===== src/rtl/mem_ctrl_pkg.sv =====
// Shared types, defaults and byte-lane helper for the memory access controller.
package mem_ctrl_pkg;

  localparam int unsigned MEM_BYTES_DEF      = 512;
  localparam int unsigned ACK_GUARD_DEF      = 4;
  localparam int unsigned TIMEOUT_CYCLES_DEF = 64;

  typedef enum logic [2:0] {
    ST_IDLE,
    ST_SETUP,
    ST_ASSERT,
    ST_WAIT_LOW,
    ST_WAIT_HIGH,
    ST_DONE
  } mem_ctrl_state_t;

  // The RAM carries byte data on its top lane: writes move [7:0] up to
  // [31:24], reads bring [31:24] down to [7:0] with zero extension.
  function automatic logic [31:0] place_byte_lane(input logic [31:0] data, input logic to_mem);
    if (to_mem) begin
      return {data[7:0], 24'd0};
    end
    return {24'd0, data[31:24]};
  endfunction

endpackage


===== src/rtl/mem_access_ctrl_moc_sync.sv =====
// Two-flop synchronizer for the asynchronous MOC handshake line. Resets to 1,
// matching MOC's idle level, so a reset never looks like a busy memory.
module moc_sync (
  input  logic clk,
  input  logic rst_n,
  input  logic async_i,
  output logic sync_o
);

  logic meta_q;
  logic sync_q;

  // Shift the raw MOC level through two flops before anyone looks at it.
  always_ff @(posedge clk or negedge rst_n) begin
    if (!rst_n) begin
      meta_q <= 1'b1;
      sync_q <= 1'b1;
    end else begin
      meta_q <= async_i;
      sync_q <= meta_q;
    end
  end

  assign sync_o = sync_q;

endmodule


===== src/rtl/mem_access_ctrl.sv =====
// Bus-master front end for the byte-addressed RAM model: takes one load/store
// at a time, drives the RAM control inputs and follows the MOC handshake.
// Optional feature: define MEMCTL_TIMEOUT_EN to abort a WAIT_HIGH that lasts
// TIMEOUT_CYCLES cycles, answering with an error.
module mem_access_ctrl
  import mem_ctrl_pkg::*;
#(
  parameter int unsigned MEM_BYTES      = MEM_BYTES_DEF,
  parameter int unsigned ACK_GUARD      = ACK_GUARD_DEF,
  parameter int unsigned TIMEOUT_CYCLES = TIMEOUT_CYCLES_DEF
) (
  input  logic        clk,
  input  logic        rst_n,
  // requester side
  input  logic        req_valid,
  output logic        req_ready,
  input  logic        req_rw,
  input  logic        req_byte,
  input  logic [31:0] req_addr,
  input  logic [31:0] req_wdata,
  output logic        resp_valid,
  output logic [31:0] resp_rdata,
  output logic        resp_err,
  // memory side
  output logic [31:0] mem_address,
  output logic [31:0] mem_data_in,
  output logic        mem_rw,
  output logic        mem_byte,
  output logic        mem_enable,
  input  logic [31:0] mem_rdata,
  input  logic        mem_moc
);

  // Counters are 8 bits (guard) and 16 bits (timeout); reject larger settings.
  if (ACK_GUARD > 255 || TIMEOUT_CYCLES < 1 || TIMEOUT_CYCLES > 65535) begin : g_param_check
    $error("mem_access_ctrl: ACK_GUARD or TIMEOUT_CYCLES out of counter range");
  end

  localparam logic [7:0]  GUARD_MAX = 8'(ACK_GUARD);
  localparam logic [32:0] MEM_LIMIT = 33'(MEM_BYTES);

  mem_ctrl_state_t state_q;
  logic            rw_q;
  logic            byte_q;
  logic [7:0]      guard_q;
  logic            req_ready_q;
  logic            resp_valid_q;
  logic            resp_err_q;
  logic [31:0]     resp_rdata_q;
  logic [31:0]     mem_address_q;
  logic [31:0]     mem_data_in_q;
  logic            mem_rw_q;
  logic            mem_byte_q;
  logic            mem_enable_q;
  logic            moc_s;
  logic            req_legal;
  logic [32:0]     word_last;

`ifdef MEMCTL_TIMEOUT_EN
  localparam logic [15:0] TIMEOUT_LAST = 16'(TIMEOUT_CYCLES - 1);
  logic [15:0] timeout_q;
`endif

  moc_sync u_moc_sync (
    .clk     (clk),
    .rst_n   (rst_n),
    .async_i (mem_moc),
    .sync_o  (moc_s)
  );

  // 33-bit sum so an address near 2^32 cannot wrap into range.
  assign word_last = {1'b0, req_addr} + 33'd3;

  // Legality of the incoming request: words must be aligned and fully inside
  // the memory, bytes only need their single address inside.
  always_comb begin
    req_legal = 1'b0;
    if (req_byte) begin
      req_legal = ({1'b0, req_addr} < MEM_LIMIT);
    end else begin
      req_legal = (req_addr[1:0] == 2'b00) && (word_last < MEM_LIMIT);
    end
  end

  // Transaction FSM; every output is a flop updated on the state transition
  // so it is valid for the whole cycle spent in the new state.
  always_ff @(posedge clk or negedge rst_n) begin
    if (!rst_n) begin
      state_q       <= ST_IDLE;
      rw_q          <= 1'b0;
      byte_q        <= 1'b0;
      guard_q       <= 8'd0;
      req_ready_q   <= 1'b1;
      resp_valid_q  <= 1'b0;
      resp_err_q    <= 1'b0;
      resp_rdata_q  <= 32'd0;
      mem_address_q <= 32'd0;
      mem_data_in_q <= 32'd0;
      mem_rw_q      <= 1'b0;
      mem_byte_q    <= 1'b0;
      mem_enable_q  <= 1'b0;
`ifdef MEMCTL_TIMEOUT_EN
      timeout_q     <= 16'd0;
`endif
    end else begin
      resp_valid_q <= 1'b0;
      case (state_q)
        ST_IDLE: begin
          if (req_valid) begin
            rw_q        <= req_rw;
            byte_q      <= req_byte;
            req_ready_q <= 1'b0;
            if (req_legal) begin
              // Memory inputs settle for a full cycle before the enable edge.
              mem_address_q <= req_addr;
              mem_rw_q      <= req_rw;
              mem_byte_q    <= req_byte;
              mem_data_in_q <= req_byte ? place_byte_lane(req_wdata, 1'b1) : req_wdata;
              state_q       <= ST_SETUP;
            end else begin
              // Rejected without touching the memory.
              resp_valid_q <= 1'b1;
              resp_err_q   <= 1'b1;
              resp_rdata_q <= 32'd0;
              state_q      <= ST_DONE;
            end
          end
        end
        ST_SETUP: begin
          mem_enable_q <= 1'b1;
          state_q      <= ST_ASSERT;
        end
        ST_ASSERT: begin
          guard_q <= 8'd0;
          state_q <= ST_WAIT_LOW;
        end
        ST_WAIT_LOW: begin
          // A MOC low pulse shorter than a clock can slip past the
          // synchronizer; the guard assumes it happened and moves on.
          if (!moc_s || guard_q == GUARD_MAX) begin
            state_q <= ST_WAIT_HIGH;
`ifdef MEMCTL_TIMEOUT_EN
            timeout_q <= 16'd0;
`endif
          end else begin
            guard_q <= guard_q + 8'd1;
          end
        end
        ST_WAIT_HIGH: begin
          if (moc_s) begin
            mem_enable_q <= 1'b0;
            resp_valid_q <= 1'b1;
            resp_err_q   <= 1'b0;
            if (rw_q) begin
              resp_rdata_q <= 32'd0;
            end else begin
              resp_rdata_q <= byte_q ? place_byte_lane(mem_rdata, 1'b0) : mem_rdata;
            end
            state_q <= ST_DONE;
          end
`ifdef MEMCTL_TIMEOUT_EN
          else if (timeout_q == TIMEOUT_LAST) begin
            mem_enable_q <= 1'b0;
            resp_valid_q <= 1'b1;
            resp_err_q   <= 1'b1;
            resp_rdata_q <= 32'd0;
            state_q      <= ST_DONE;
          end else begin
            timeout_q <= timeout_q + 16'd1;
          end
`endif
        end
        ST_DONE: begin
          resp_err_q  <= 1'b0;
          req_ready_q <= 1'b1;
          state_q     <= ST_IDLE;
        end
        default: begin
          mem_enable_q <= 1'b0;
          req_ready_q  <= 1'b1;
          state_q      <= ST_IDLE;
        end
      endcase
    end
  end

  assign req_ready   = req_ready_q;
  assign resp_valid  = resp_valid_q;
  assign resp_err    = resp_err_q;
  assign resp_rdata  = resp_rdata_q;
  assign mem_address = mem_address_q;
  assign mem_data_in = mem_data_in_q;
  assign mem_rw      = mem_rw_q;
  assign mem_byte    = mem_byte_q;
  assign mem_enable  = mem_enable_q;

endmodule


===== config.mk =====
export PLATFORM = sky130hd
export DESIGN_NAME = mem_access_ctrl
export DESIGN_NICKNAME = d
export VERILOG_FILES = /design/src/rtl/mem_ctrl_pkg.sv /design/src/rtl/mem_access_ctrl_moc_sync.sv /design/src/rtl/mem_access_ctrl.sv
export SDC_FILE = /design/constraint.sdc
export NUM_CORES = 1
export LEC_CHECK = 0
export CORE_UTILIZATION = 43
export CTS_CLUSTER_DIAMETER = 30
export CTS_CLUSTER_SIZE = 24
export DETAILED_ROUTE_END_ITERATION = 7
export PLACE_DENSITY_LB_ADDON = 0.1
export SLEW_MARGIN = 20
export SYNTH_ARGS = -nofsm -noshare
export SYNTH_HDL_FRONTEND = slang
export SYNTH_SLANG_ARGS = --single-unit

===== constraint.sdc =====
create_clock -name clk -period 2.3 [get_ports clk]
set_clock_uncertainty 0.1 [all_clocks]
set_input_delay 0.46 -clock clk [delete_from_list [all_inputs] [get_ports clk]]
set_output_delay 0.46 -clock clk [all_outputs]
set_load 0.005 [all_outputs]

==> PnR_summary.wiki <==
{| class="wikitable"
! Metric !! Value
|-
| Routed met1 length || 6520 µm
|-
| Dominant register cell in the synthesized netlist || sky130_fd_sc_hd__dfrtp_1
|-
| # rows || 39
|-
| Wire length on met3 || 716 µm
|-
| Post-route minimum period || between 2000 and 3000 ps
|-
| Most frequent cells in the layout || sky130_fd_sc_hd__clkdlybuf4s50_1 (173), sky130_fd_sc_hd__dfrtp_1 (114), sky130_fd_sc_hd__buf_4 (61), sky130_fd_sc_hd__a22o_1 (40), sky130_fd_sc_hd__nor2_1 (29)
|-
| Register bit count reported by yosys || 117
|-
| Post-Synthesis Net Count || 516
|-
| Count of different cell masters after synthesis || 52
|-
| Vertical extent of the die || 110 µm
|-
| Async set or reset register ratio after synthesis || 1.00
|-
| Violated checks || setup timing
|-
| Antenna diode count || 0
|-
| Required time reported for the critical path endpoint || 2500 ps
|-
| Highest achievable clock rate || 0.361 GHz
|-
| Tcrit/Tclk final || 1.20
|-
| Total clock buffers created by CTS || 17
|-
| Post-placement cell count || 801
|-
| Most common library cell in the layout ignoring fill and taps || sky130_fd_sc_hd__clkdlybuf4s50_1
|-
| Ratio of routed vias to standard cells || 5.36
|-
| Fraction of post-synthesis cell area in the top cell type by area || 0.565
|-
| P per Cell Area || 845 nW/µm²
|-
| First-pass GRT wire length || ~24000 µm
|-
| Synthesized area divided by synthesized cell count || ~12 µm²
|-
| Number of standard cells in the layout, taps in and fillers out || ~860
|-
| Wirelength, routed || 16000 µm
|-
| Clock latency on the worst-skew pair || 410 ps
|-
| Tightest Pin Transition || a little over 600 ps
|-
| Area growth syn-to-layout || 78.7%
|-
| DIE AREA || roughly 12000 µm²
|-
| Run status || finished, violations left
|-
| Reported max-cap violation count || 0
|-
| Hold Path Class || in -> reg
|-
| Pre-Repair DR Iteration Count || 4
|-
| Leakage power figure || 4.17 nW
|-
| Pre-CTS setup slack || -1170 ps
|-
| Worst setup path category || in -> reg
|-
| Vias in the first global route || 4768
|-
| Arr. time, crit path || approximately 3000 ps
|-
| Cell count after synthesis || 412
|-
| Leading post-synthesis cells by cell area || sky130_fd_sc_hd__dfrtp_1 (57%), sky130_fd_sc_hd__a22o_1 (6.9%), sky130_fd_sc_hd__mux2_2 (6.0%)
|-
| First-iteration detailed-routing DRC count || 215
|-
| Startpoint type of the worst setup path || primary input
|-
| Initial antenna violation count || 0
|-
| Element type at the critical path end || flop
|-
| Slack of the critical path || -467 ps
|-
| Worst-case headroom to the max-slew limit || 0.588
|-
| Standard cell with the maximum stage delay on the critical path || sky130_fd_sc_hd__or4_4
|-
| Overall track demand over capacity in global routing || 0.268
|-
| Final hold slack || 209 ps
|-
| Count of final max-slew check failures || 0
|-
| Post-DRT Antenna Nets || 0
|-
| Library cell with the largest summed area after synthesis || sky130_fd_sc_hd__dfrtp_1
|-
| Cell area after technology mapping || around 5000 µm²
|-
| Final #Nets || 806
|-
| Boundary Pins || ~200
|-
| Number of synthesized flops with an enable pin || 0
|-
| Maximum net fanout on the critical path || 6
|-
| Sequential-to-total area share from yosys stat || 0.581
|-
| Fraction of layout instances using a drive strength above 1 || 0.302
|-
| Number of remaining DRC errors || 0
|-
| Final setup fails || 101
|-
| Max H-tree Level || 4
|-
| Detailed Place HPWL || ~10000 µm
|-
| Highest routed layer || met4
|-
| Highest cell delay on the worst timing path || between 500 and 600 ps
|-
| CTS tree || done
|-
| Core area || approximately 11000 µm²
|-
| X dimension of the die || about 110 µm
|-
| Clock Path Buffers || 2
|-
| WL per Instance || 18.7 µm
|-
| Setup repair after global routing missed its margin || true
|-
| Clock tree root buffer cell || sky130_fd_sc_hd__clkbuf_16
|-
| Buffers added on ports || 203
|-
| List of cells traversed by the critical path || buf_6, nand4_1, or3_4, or4_4, mux2_4, a2bb2oi_2, and2_4, o21ai_4, buf_6, buf_16, buf_12, buf_12, a22o_1
|-
| Routability Congestion || a little under 0.9
|-
| Total chip power || 0.00762 W
|-
| Largest net degree at the start of global routing || 39
|-
| Initial core utilization || 0.442
|-
| Clock transition at path regs || 60 ps
|-
| Number of sinks driven by the clock tree || 117
|-
| Worst VDD drop || about 0.00073 V
|-
| Final number of hold-violating endpoints || 0
|-
| Overflow left after global routing || 0
|-
| Wire length on met2 || ~8400 µm
|-
| Warnings from Yosys || 0
|-
| Number of vias after detailed routing || between 4k and 5k
|}
==> layer usage <==
| layer | GRT usage | vias to the layer above |
|---|---|---|
| met3 | 0.0735 | 36 |
| met4 | 0.103 | 0 |
| met2 | 0.461 | 152 |
| met5 | 0 | - |
| li1 | - | 2110 |
| met1 | 0.319 | 2297 |
==> cells by family after synthesis <==
logic type / synth area share
and+or+nand+nor: 0.146
DFF: 0.581
AOI/OAI and AO/OA: 0.141
muxes: 0.0811
buffers and inverters: 0.0335
xor gates and xnor gates: 0.0122
adders and majority gates: 0.00496
==> synthesized netlist by cell type, types with 9 or more instances <==
library cell and instances:
sky130_fd_sc_hd__and2_1 23, sky130_fd_sc_hd__nor3_1 12, sky130_fd_sc_hd__mux2_2 27, sky130_fd_sc_hd__nor2_1 29
sky130_fd_sc_hd__mux2i_1 9, sky130_fd_sc_hd__nand2_1 18, sky130_fd_sc_hd__nand4_1 11, sky130_fd_sc_hd__a22o_1 40
sky130_fd_sc_hd__nand3_1 11, sky130_fd_sc_hd__clkbuf_1 9, sky130_fd_sc_hd__o21ai_0 9, sky130_fd_sc_hd__dfrtp_1 114
==> metrics by stage <==
step	setup TNS (ps)	instance area, µm²	util
2_1_floorplan	-39960	5200	-
3_3_place_gp	-104220	7810	0.684
3_5_place_dp	-110460	7810	0.684
4_1_cts	-34440	8920	0.781
5_1_grt	-39600	9020	0.790
6_report	-34170	9020	0.790
==> timing repair <==
item                                    in CTS  in global routing
gates resized for setup                    115                 42
hold endpoints to repair                    27                  0
hold buffers                                 1                  0
pin swaps                                   40                 18
cloned                                      10                  1
endpoints found under the setup margin     101                101
buffers inserted                            12                  8
==> path summary, 6_finish.rpt <==
check / startpoint / end / slack (ps) / cells after the start
setup / recovery: req_addr[12] / mem_data_in[9] / -470 / 13
min in group asynchronous: rst_n / mem_address[16] / 450 / 2
max in group asynchronous: rst_n / resp_rdata[24] / 990 / 3
setup reg to reg: state_q[1] / mem_data_in[9] / 0 / 9
hold reg to reg: u_moc_sync.meta_q / u_moc_sync.sync_o / 260 / 0
hold / removal: req_addr[5] / mem_address[5] / 210 / 2
==> flip-flops by register name, indices dropped and copies added (netlist names) <==
name               cells
byte_q                 1
guard_q                8
mem_address           32
mem_byte               1
mem_data_in           32
mem_enable             1
mem_rw                 1
req_ready              1
resp_err               1
resp_rdata            32
resp_valid             1
rw_q                   1
state_q                3
u_moc_sync.meta_q      1
u_moc_sync.sync_o      1
==> power breakdown <==
| part | internal [W] | switching [W] | total (W) |
|---|---|---|---|
| combinational | 0.00131 | 0.000784 | 0.00209 |
| clock | 0.00185 | 0.000960 | 0.00281 |
| sequential | 0.00242 | 0.000295 | 0.00272 |
| total | 0.00558 | 0.00204 | 0.00762 |
==> layout make-up <==
cell class,count,area [µm²]
fill,688,2400
inverter,8,30.0
sequential,117,2930
timing repair buffer,291,2990
clock buffer,22,494
multi-input combinational,267,2250
clock inverter,10,143
tap,143,179
==> critical path, delay by kind of cell <==
kind                   cells  cell delay [ps]
AND/OR/NAND/NOR            4             1220
multiplexers               1              220
buffers and inverters      5              610
AO/OA/AOI/OAI              3              450
(Power assumes the default switching activity.)
